**src/rtl/muldiv_unit_pkg.sv**
```systemverilog
// Shared decode constants, ALU op classes and FSM state encoding for the
// multi-cycle multiply/divide unit.
package muldiv_unit_pkg;

    localparam logic [5:0] FUNCT_MFHI  = 6'h10;
    localparam logic [5:0] FUNCT_MTHI  = 6'h11;
    localparam logic [5:0] FUNCT_MFLO  = 6'h12;
    localparam logic [5:0] FUNCT_MTLO  = 6'h13;
    localparam logic [5:0] FUNCT_MULT  = 6'h18;
    localparam logic [5:0] FUNCT_MULTU = 6'h19;
    localparam logic [5:0] FUNCT_DIV   = 6'h1A;
    localparam logic [5:0] FUNCT_DIVU  = 6'h1B;

    typedef enum logic [2:0] {
        ALU_ADD   = 3'b000,
        ALU_SUB   = 3'b001,
        ALU_RTYPE = 3'b010,
        ALU_ANDI  = 3'b011,
        ALU_ORI   = 3'b100,
        ALU_XORI  = 3'b101,
        ALU_SLTI  = 3'b110
    } alu_op_e;

    typedef enum logic [1:0] {
        IDLE = 2'd0,
        MUL  = 2'd1,
        DIV  = 2'd2,
        FIX  = 2'd3
    } state_e;

    // 0x18..0x1B: MULT, MULTU, DIV, DIVU
    function automatic logic is_muldiv(input logic [5:0] f);
        return f[5:2] == 4'b0110;
    endfunction

    // 0x10..0x13: MFHI, MTHI, MFLO, MTLO
    function automatic logic is_hilo_move(input logic [5:0] f);
        return f[5:2] == 4'b0100;
    endfunction

endpackage

```
**src/rtl/muldiv_datapath.sv**
```systemverilog
// Iterative shift-add multiply / restoring divide on one 2*WIDTH accumulator,
// with combinational sign fix-up of the final result.
module muldiv_datapath
    import muldiv_unit_pkg::*;
#(
    parameter int WIDTH = 32
) (
    input  logic             clk,
    input  logic             rst_n,
    input  logic             i_load,
    input  logic             i_step,
    input  logic             i_is_div,
    input  logic             i_signed,
    input  logic [WIDTH-1:0] i_op_a,
    input  logic [WIDTH-1:0] i_op_b,
    output logic [WIDTH-1:0] o_hi,
    output logic [WIDTH-1:0] o_lo,
    output logic             o_div_zero
);

    logic [2*WIDTH-1:0] r_acc;
    logic [WIDTH-1:0]   r_opnd;
    logic [WIDTH-1:0]   r_orig_a;
    logic               r_is_div;
    logic               r_neg_q;
    logic               r_neg_r;
    logic               r_zero;

    logic               w_sign_a;
    logic               w_sign_b;
    logic [WIDTH-1:0]   w_abs_a;
    logic [WIDTH-1:0]   w_abs_b;
    logic [WIDTH:0]     w_mul_sum;
    logic [2*WIDTH-1:0] w_mul_next;
    logic [WIDTH:0]     w_div_shift;
    logic [WIDTH-1:0]   w_div_diff;
    logic               w_div_ge;
    logic [2*WIDTH-1:0] w_div_next;
    logic [2*WIDTH-1:0] w_prod;
    logic [WIDTH-1:0]   w_quo;
    logic [WIDTH-1:0]   w_rem;

    assign w_sign_a = i_signed & i_op_a[WIDTH-1];
    assign w_sign_b = i_signed & i_op_b[WIDTH-1];
    assign w_abs_a  = w_sign_a ? -i_op_a : i_op_a;
    assign w_abs_b  = w_sign_b ? -i_op_b : i_op_b;

    // Multiply: low half holds the multiplier, consumed LSB-first while the
    // partial product grows into the high half.
    assign w_mul_sum  = {1'b0, r_acc[2*WIDTH-1:WIDTH]} + {1'b0, (r_acc[0] ? r_opnd : '0)};
    assign w_mul_next = {w_mul_sum, r_acc[WIDTH-1:1]};

    // Divide: high half is the remainder, low half shifts dividend out / quotient in.
    assign w_div_shift = r_acc[2*WIDTH-1:WIDTH-1];
    assign w_div_ge    = w_div_shift >= {1'b0, r_opnd};
    assign w_div_diff  = w_div_shift[WIDTH-1:0] - r_opnd;
    assign w_div_next  = {(w_div_ge ? w_div_diff : w_div_shift[WIDTH-1:0]),
                          r_acc[WIDTH-2:0], w_div_ge};

    always_ff @(posedge clk or negedge rst_n) begin
        if (!rst_n) begin
            r_acc    <= '0;
            r_opnd   <= '0;
            r_orig_a <= '0;
            r_is_div <= 1'b0;
            r_neg_q  <= 1'b0;
            r_neg_r  <= 1'b0;
            r_zero   <= 1'b0;
        end else if (i_load) begin
            r_acc    <= {{WIDTH{1'b0}}, w_abs_a};
            r_opnd   <= w_abs_b;
            r_orig_a <= i_op_a;
            r_is_div <= i_is_div;
            r_neg_q  <= w_sign_a ^ w_sign_b;
            r_neg_r  <= w_sign_a;
            r_zero   <= (i_op_b == '0);
        end else if (i_step) begin
            r_acc <= r_is_div ? w_div_next : w_mul_next;
        end
    end

    assign w_prod = r_neg_q ? -r_acc : r_acc;
    assign w_quo  = r_neg_q ? -r_acc[WIDTH-1:0] : r_acc[WIDTH-1:0];
    assign w_rem  = r_neg_r ? -r_acc[2*WIDTH-1:WIDTH] : r_acc[2*WIDTH-1:WIDTH];

    always_comb begin
        o_hi = w_prod[2*WIDTH-1:WIDTH];
        o_lo = w_prod[WIDTH-1:0];
        if (r_is_div) begin
            o_hi = r_zero ? r_orig_a : w_rem;
            o_lo = r_zero ? '1 : w_quo;
        end
    end

    assign o_div_zero = r_is_div & r_zero;

endmodule

```
**src/rtl/muldiv_unit.sv**
```systemverilog
// HI/LO multiply/divide unit beside the EX-stage ALU: decode, sequencing FSM,
// pipeline stall and architectural HI/LO registers.
module muldiv_unit
    import muldiv_unit_pkg::*;
#(
    parameter int WIDTH = 32,
    parameter int CNT_W = $clog2(WIDTH) + 1
) (
    input  logic             clk,
    input  logic             rst_n,
    input  logic             valid,
    input  logic [2:0]       aluOP,
    input  logic [5:0]       funct,
    input  logic [WIDTH-1:0] opA,
    input  logic [WIDTH-1:0] opB,
    output logic             stall,
    output logic             busy,
    output logic             done,
    output logic             mfValid,
    output logic [WIDTH-1:0] mfData,
    output logic             divByZero,
    output logic [WIDTH-1:0] hi,
    output logic [WIDTH-1:0] lo
);

    state_e             r_state;
    state_e             w_state_next;
    logic [CNT_W-1:0]   r_cnt;
    logic [WIDTH-1:0]   r_hi;
    logic [WIDTH-1:0]   r_lo;
    logic               r_done;
    logic               r_dbz;

    logic               w_dec;
    logic               w_muldiv;
    logic               w_busy;
    logic               w_accept;
    logic               w_step;
    logic               w_mf;
    logic [WIDTH-1:0]   w_dp_hi;
    logic [WIDTH-1:0]   w_dp_lo;
    logic               w_dp_dz;

    assign w_dec    = valid && (aluOP == ALU_RTYPE);
    assign w_muldiv = w_dec && is_muldiv(funct);
    assign w_busy   = (r_state != IDLE);
    assign w_accept = w_muldiv && !w_busy;
    assign w_step   = (r_state == MUL) || (r_state == DIV);
    assign w_mf     = w_dec && ((funct == FUNCT_MFHI) || (funct == FUNCT_MFLO));

    muldiv_datapath #(.WIDTH(WIDTH)) u_datapath (
        .clk        (clk),
        .rst_n      (rst_n),
        .i_load     (w_accept),
        .i_step     (w_step),
        .i_is_div   (funct[1]),
        .i_signed   (!funct[0]),
        .i_op_a     (opA),
        .i_op_b     (opB),
        .o_hi       (w_dp_hi),
        .o_lo       (w_dp_lo),
        .o_div_zero (w_dp_dz)
    );

    always_ff @(posedge clk or negedge rst_n) begin
        if (!rst_n) begin
            r_state <= IDLE;
        end else begin
            r_state <= w_state_next;
        end
    end

    always_comb begin
        w_state_next = r_state;
        case (r_state)
            IDLE:    if (w_accept) w_state_next = funct[1] ? DIV : MUL;
            MUL,
            DIV:     if (r_cnt == '0) w_state_next = FIX;
            FIX:     w_state_next = IDLE;
            default: w_state_next = IDLE;
        endcase
    end

    always_ff @(posedge clk or negedge rst_n) begin
        if (!rst_n) begin
            r_cnt  <= '0;
            r_hi   <= '0;
            r_lo   <= '0;
            r_done <= 1'b0;
            r_dbz  <= 1'b0;
        end else begin
            r_done <= (r_state == FIX);
            if (w_accept) begin
                r_cnt <= CNT_W'(WIDTH - 1);
                r_dbz <= 1'b0;
            end else if (w_step && (r_cnt != '0)) begin
                r_cnt <= r_cnt - 1'b1;
            end
            // MTHI/MTLO can only land in IDLE, so they never collide with FIX.
            if (r_state == FIX) begin
                r_hi  <= w_dp_hi;
                r_lo  <= w_dp_lo;
                r_dbz <= w_dp_dz;
            end else if (!w_busy && w_dec && (funct == FUNCT_MTHI)) begin
                r_hi <= opA;
            end else if (!w_busy && w_dec && (funct == FUNCT_MTLO)) begin
                r_lo <= opA;
            end
        end
    end

    assign busy      = w_busy;
    assign stall     = w_busy && (w_muldiv || (w_dec && is_hilo_move(funct)));
    assign done      = r_done;
    assign mfValid   = w_mf && !w_busy;
    assign mfData    = (w_mf && !w_busy) ? ((funct == FUNCT_MFHI) ? r_hi : r_lo) : '0;
    assign divByZero = r_dbz;
    assign hi        = r_hi;
    assign lo        = r_lo;

endmodule

```
**config.mk**
```make
export PLATFORM = sky130hd
export DESIGN_NAME = muldiv_unit
export DESIGN_NICKNAME = d
export VERILOG_FILES = /design/src/rtl/muldiv_unit_pkg.sv /design/src/rtl/muldiv_datapath.sv /design/src/rtl/muldiv_unit.sv
export SDC_FILE = /design/constraint.sdc
export NUM_CORES = 1
export LEC_CHECK = 0
export BUFFER_PORTS_ARGS = -buffer_cell sky130_fd_sc_hd__buf_2
export CAP_MARGIN = 20
export CORE_MARGIN = 5
export CORE_UTILIZATION = 29
export DETAILED_ROUTE_END_ITERATION = 12
export GPL_TIMING_DRIVEN = 0
export MAX_ROUTING_LAYER = met4
export PLACE_DENSITY = 0.51
export SLEW_MARGIN = 20
export SYNTH_ARGS = -nofsm -noshare
export SYNTH_HDL_FRONTEND = slang
export SYNTH_SLANG_ARGS = --single-unit
export TNS_END_PERCENT = 5
```
**constraint.sdc**
```tcl
create_clock -name clk -period 8.95 [get_ports clk]
set_input_delay 1.3425 -clock clk [delete_from_list [all_inputs] [get_ports clk]]
set_output_delay 1.3425 -clock clk [all_outputs]
set_load 0.01 [all_outputs]
```
==> impl_metrics.json, run 1 <==
{
  "status": "finished, final reports clean",
  "fin_util_pct": 34.2,
  "finClkSkew_ns": 0.0129,
  "start_util_pct": 29.3,
  "via_per_inst": 5.57,
  "slew_violations": 0,
  "worst_ep_required_time_ns": 7.61,
  "powerDensity_nw_per_um2": 347,
  "row_count": 89,
  "worstSetupStartpoint": "funct[0]",
  "rsz0062_at_grt": "no",
  "dr.pass1.iters": 6,
  "ctsLongestPathBuffers": 3,
  "worstReg2RegStart": "u_datapath.r_acc[0]$_DFFE_PN0P_",
  "grt_usage_pct": 23.9,
  "dp_hpwl_um": 61800,
  "grt_use_met2_pct": 41.4,
  "cts.sinks": 206,
  "die_h_um": 254,
  "cts_tree": "built",
  "syn_nets": 2377,
  "max_freq_mhz": 191,
  "pwr-share-comb_pct": 57.8,
  "nets": 2577,
  "hold_buffers": 0,
  "ys_warn_count": 0,
  "p_int_mw": 3.50,
  "wl_per_cell_um": 24.3,
  "place.gp.congestion": 0.981,
  "hold_path.class": "reg -> reg",
  "synthDistinctLibCells": 79,
  "drive_above_1_share_pct": 11.2,
  "p_seq_share_pct": 24.9,
  "busiest_layer": "met2",
  "area_delta_synth_final_pct": 16.5,
  "diodes": 0,
  "cts_root_buffer": "clkbuf_16",
  "ioPinCount": 177,
  "ys_ff_latch": 206,
  "die_area_um2": 64800,
  "cpMaxStageDelayCell": "clkbuf_1",
  "period_share_pct": 58.6,
  "ys_async_sr_fraction_pct": 100,
  "synth_edf_count": 0,
  "use_met3_pct": 2.34,
  "drc": 0,
  "ys.flop_type": "dfrtp_1",
  "synth_area_um2": 17300,
  "netlist_instances": 2226,
  "fp.dieW_um": 254,
  "tightest_slew_ns": 1.14,
  "p_sw_share_pct": 50.1,
  "ctsResizeCount": 0,
  "avgSynthCellArea_um2": 7.79,
  "slew_headroom_pct": 24.3,
  "critPathMaxStageDelay_ns": 0.75,
  "grt_pass1_wl_um": 115000,
  "power_switching_mw": 3.51,
  "power_mw": 7.01,
  "path_cells": "buf_2 > clkbuf_1 > or4_1 > clkbuf_1 > clkbuf_1 > o22ai_1 > nor2_1 > buf_2",
  "period_minus_slack_ns": 5.25,
  "drt_iter0_markers": 1459,
  "htree_levels": 1,
  "cp_max_fo": 10,
  "pwr-share-clk_pct": 17.3,
  "drv.max_cap_violation_count": 0,
  "core_area_um2": 59100,
  "crit_arrival_ns": 3.90,
  "drt-total-wl_um": 78200,
  "vdd_drop_max_mv": 0.184,
  "ys_seq_area_share_pct": 29.7,
  "path_common_cell": "clkbuf_1",
  "insertion_delay_ns": 0.58,
  "hold_viol_final": 0,
  "antenna_found_initial": 3,
  "startpoint_type": "primary input",
  "p_leak_nw": 8.04,
  "critPathKind": "in -> out",
  "gr-total-overflow": 0,
  "worst_setup_path_end_kind": "primary output",
  "cts_inserted_buffers": 27,
  "setup_violations": 0,
  "critical_path_buf_inv_count": 5,
  "cp_top_family": "buffers and inverters",
  "clkTransAtPathRegs_ns": 0.06,
  "hold_start": "u_datapath.r_orig_a[16]$_DFFE_PN0P_",
  "ant_nets": 0,
  "tns_ns": 0,
  "grt_max_degree": 77,
  "grt_pass1_vias": 17729,
  "post_cts.repair.setup_buffers": 0,
  "vias": 17925,
  "numPortBuffers": 169,
  "met1_usage_pct": 30.2
}
[cell usage after synthesis (all sizes together) (6+ instances only)]
library cell | instances | area, um2
a211oi | 60 | 450
a21o | 36 | 270
a21oi | 176 | 881
a22o | 6 | 52.6
a31oi | 19 | 119
and2 | 42 | 263
and3 | 11 | 68.8
buf | 36 | 154
clkbuf | 123 | 463
dfrtp | 206 | 5150
ha | 73 | 913
inv | 71 | 267
mux2 | 12 | 135
mux2i | 78 | 781
nand2 | 299 | 1120
nand2b | 19 | 119
nand3 | 34 | 170
nand4 | 19 | 125
nor2 | 166 | 623
nor2b | 29 | 181
nor3 | 28 | 140
nor4 | 17 | 128
o211ai | 54 | 410
o21a | 10 | 75.1
o21ai | 221 | 1110
o221ai | 11 | 96.3
o22ai | 43 | 275
o31ai | 25 | 188
o41ai | 10 | 87.6
or2 | 8 | 50.1
or3 | 21 | 136
or4 | 17 | 139
xnor2 | 97 | 850
xor2 | 79 | 699
[worst paths after layout]
check | end | slack (ns) | cells past startpoint
min reg2reg | u_datapath.r_orig_a[16]$_DFFE_PN0P_ | 0.48 | 2
min in group asynchronous | u_datapath.r_acc[5]$_DFFE_PN0P_ | 0.69 | 1
max reg2reg | u_datapath.r_acc[61]$_DFFE_PN0P_ | 3.92 | 14
max in group asynchronous | u_datapath.r_orig_a[26]$_DFFE_PN0P_ | 7.44 | 2
min | u_datapath.r_orig_a[16]$_DFFE_PN0P_ | 0.48 | 2
max | mfData[21] | 3.70 | 8
[cell families after synthesis]
family,synth area share (%)
adder cells (fa/ha/maj),5.50
flip-flops,29.7
AO/OA/AOI/OAI,25.7
buffers and inverters,5.12
AND/OR/NAND/NOR,19.7
XOR/XNOR,8.94
multiplexers,5.28
[per-layer routing]
layer | up-vias | wire length (um)
met1 | 8814 | 33900
met2 | 616 | 38400
met4 | 0 | 2100
met5 | - | 0
li1 | 8388 | -
met3 | 107 | 3840
[worst min-delay path: stages (launching register included)]
cell     delay (ns)
dfrtp_1        0.34
nand2_1        0.05
nand2_1        0.06
[stage by stage]
stage	instance area, um2	hold WS, ns	setup WS (ns)	cells
after global placement	19100	0.454	2.63	3168
after CTS	20200	0.477	3.71	3220
after detailed placement	19200	0.462	3.72	3170
after global routing	20200	0.495	3.67	3220
final	20200	0.478	3.70	3220
after floorplan	17300	0.440	4.96	2226
[layout by cell type (no fill, tap or decap), types with 20 or more instances in the layout]
cell type,n
a21oi_1,176
xor2_1,78
nor2b_1,29
o211ai_1,53
buf_1,25
nor2_1,166
xnor2_1,97
o21ai_0,214
a21o_1,36
inv_1,71
o31ai_1,25
clkbuf_16,27
dfrtp_1,206
o22ai_1,42
or3_1,20
nand3_1,34
nand2_1,298
a211oi_1,60
mux2i_1,78
nor3_1,28
buf_2,177
clkbuf_1,122
and2_1,42
ha_1,73
[registers in the layout, summed over array words and instances (netlist names)]
name and cells:
u_datapath.r_acc 64, hi 32, lo 32, u_datapath.r_opnd 32
u_datapath.r_orig_a 32, r_cnt 6, r_state 2, divByZero 1
done 1, u_datapath.r_is_div 1, u_datapath.r_neg_q 1, u_datapath.r_neg_r 1
u_datapath.r_zero 1
[area by class of cell]
type / count / area, um2
repair buffers: 171 / 911
clock buffers: 30 / 717
well taps: 773 / 967
multi-input cells: 1789 / 11300
clock inverters: 20 / 260
plain buffers: 159 / 617
fillers: 6373 / 38900
flip-flops and latches: 206 / 5150
inverters: 72 / 270
[power by group through the flow]
stage	Combinational (mW)	Clock [mW]	Sequential, mW
after detailed placement	3.99	0	1.74
after global routing	4.45	1.26	1.78
after floorplan	2.71	0	1.59
final	4.05	1.21	1.75
after CTS	4.01	1.23	1.73
after global placement	3.96	0	1.74
Note: power is estimated with default switching activity, not from simulation.
==> run 2: changes to the inputs <==
Settings changed: PLACE_DENSITY 0.51 to 0.53.
Clock period 8.95 ns to 4.34 ns, I/O delays scaled along.
==> impl_metrics.json, run 2 (synthesis gave the netlist of run 1 again) <==
{
  "slew_violations": 0,
  "cp_max_fo": 10,
  "cts.sinks": 206,
  "rsz0062_at_grt": "no",
  "vdd_drop_max_mv": 0.327,
  "ctsLongestPathBuffers": 3,
  "worst_setup_path_end_kind": "register",
  "cp_top_family": "compound AO/OA/AOI/OAI gates",
  "hold_path.class": "in -> reg",
  "drt-total-wl_um": 77500,
  "setup_violations": 0,
  "drive_above_1_share_pct": 11.5,
  "drc": 0,
  "clkTransAtPathRegs_ns": 0.06,
  "path_cells": "clkinvlp_4 > buf_2 > nor2_1 > ha_1 > nand2_1 > or4b_2 > o21ai_1 > a21boi_2 > a311o_1 > a221oi_2 > xor2_1 > o21ai_0 > o221a_2",
  "p_leak_nw": 8.05,
  "period_minus_slack_ns": 4.10,
  "grt_usage_pct": 23.7,
  "setup_ws_ns": 0.237,
  "hold_viol_final": 0,
  "power_mw": 14.4,
  "grt_max_degree": 92,
  "post-place-cells": 3170,
  "detailedPlace.worstSlack_ns": -0.679,
  "dp_hpwl_um": 60500,
  "startpoint_type": "register",
  "fp.dieW_um": 254,
  "layout_common_cells": "298 x nand2_1, 213 x o21ai_0, 205 x dfrtp_1, 179 x buf_2, 176 x a21oi_1",
  "status": "finished, final reports clean",
  "crit_arrival_ns": 4.56,
  "drt_iter0_markers": 1574,
  "via_per_inst": 5.59,
  "powerDensity_nw_per_um2": 709,
  "die_h_um": 254,
  "ioPinCount": 177,
  "final_cell_count_no_fill": 3226,
  "die_area_um2": 64800,
  "nets": 2583,
  "drv.max_cap_violation_count": 0,
  "ant_nets": 0,
  "max_freq_mhz": 244,
  "regMostFlops": "u_datapath.r_acc",
  "htree_levels": 1,
  "slew_headroom_pct": 16.6,
  "place.gp.congestion": 0.991,
  "row_count": 89,
  "vias": 18039,
  "start_util_pct": 29.3,
  "fillers": 6277,
  "cts_inserted_buffers": 27,
  "numPortBuffers": 169,
  "largest_reg_flops": 64,
  "critical_path_buf_inv_count": 2,
  "critPathMaxStageDelay_ns": 0.66,
  "layout_commonest_cell": "nand2_1",
  "grt_pass1_wl_um": 115000,
  "cts_root_buffer": "clkbuf_16",
  "grt_pass1_vias": 17781,
  "dr.pass1.iters": 6,
  "period_share_pct": 94.5,
  "area_delta_synth_final_pct": 16.7,
  "worst_ep_required_time_ns": 4.80,
  "wl_per_cell_um": 24.0,
  "gr-total-overflow": 0,
  "core_area_um2": 59100,
  "whs_ns": 0.357,
  "critPathKind": "reg -> reg",
  "fin_util_pct": 34.2,
  "cpMaxStageDelayCell": "or4b_2",
  "antenna_found_initial": 3,
  "insertion_delay_ns": 0.59,
  "cts_tree": "built",
  "tightest_slew_ns": 1.25,
  "finClkSkew_ns": 0.0275
}
==> run 2: changes by cell type in the layout (fill, tap and decap cells not counted), sizes merged <==
cell         previous run  this run
dlygate4sd3             0         1
clkbuf                153       163
bufinv                  5         3
clkinvlp                5         1
inv                    73        71
buf                   207       211
clkinv                  9         6
diode                   0         2
==> run 2: cell type report <==
type	instances	area (um2)	share of cell area (%)
clock buffers	39	781	3.86
clock inverters	9	139	0.686
plain buffers	159	621	3.07
repair buffers	177	958	4.74
inverters	72	274	1.35
multi-input cells	1789	11300	56.0
well taps	773	967	4.78
diodes	2	5.00	0.0247
flip-flops and latches	206	5160	25.5
==> run 2: layer usage <==
layer,up-vias,wire (um),global-route usage [%]
li1,8384,-,-
met1,8807,33100,30.7
met2,710,37300,39.7
met3,138,4560,2.53
met4,0,2500,6.27
met5,-,0,-
==> run 2: path summary, 6_finish.rpt <==
kind | startpoint | to | slack (ns) | depth (start not counted)
max | u_datapath.r_acc[0]$_DFFE_PN0P_ | u_datapath.r_acc[61]$_DFFE_PN0P_ | 0.24 | 13
min | opA[4] | u_datapath.r_orig_a[4]$_DFFE_PN0P_ | 0.36 | 3
max reg2reg | u_datapath.r_acc[0]$_DFFE_PN0P_ | u_datapath.r_acc[61]$_DFFE_PN0P_ | 0.24 | 13
min reg2reg | u_datapath.r_opnd[18]$_DFFE_PN0P_ | u_datapath.r_opnd[18]$_DFFE_PN0P_ | 0.48 | 2
max in group asynchronous | rst_n | u_datapath.r_opnd[28]$_DFFE_PN0P_ | 2.86 | 3
min in group asynchronous | rst_n | lo[6]$_DFFE_PN0P_ | 0.56 | 2
==> run 2: metrics by stage <==
stage	setup TNS [ns]	cell area [um2]
3_5_place_dp	-5.22	19200
2_1_floorplan	0	17300
6_report	0	20200
4_1_cts	-0.271	20200
3_3_place_gp	-256.59	19100
5_1_grt	0	20200
==> run 2: tightest hold or removal path, delay by kind of cell <==
| kind | cells | cell delay (ns) |
|---|---|---|
| buf+inv | 1 | 0.15 |
| simple gates | 2 | 0.11 |
==> run 2: where the power goes <==
group | switching, mW | leakage, nW | internal [mW]
clock network | 0.955 | 0.455 | 1.42
registers | 1.03 | 2.37 | 2.59
logic | 5.18 | 5.23 | 3.17
==> run 2: repair_timing <==
item,4_1_cts,5_1_grt
hold endpoints to repair,30,0
endpoints found under the setup margin,22,8
gates resized for setup,7,8
pin swaps,0,1
buffers inserted,0,5
hold buffers,1,0
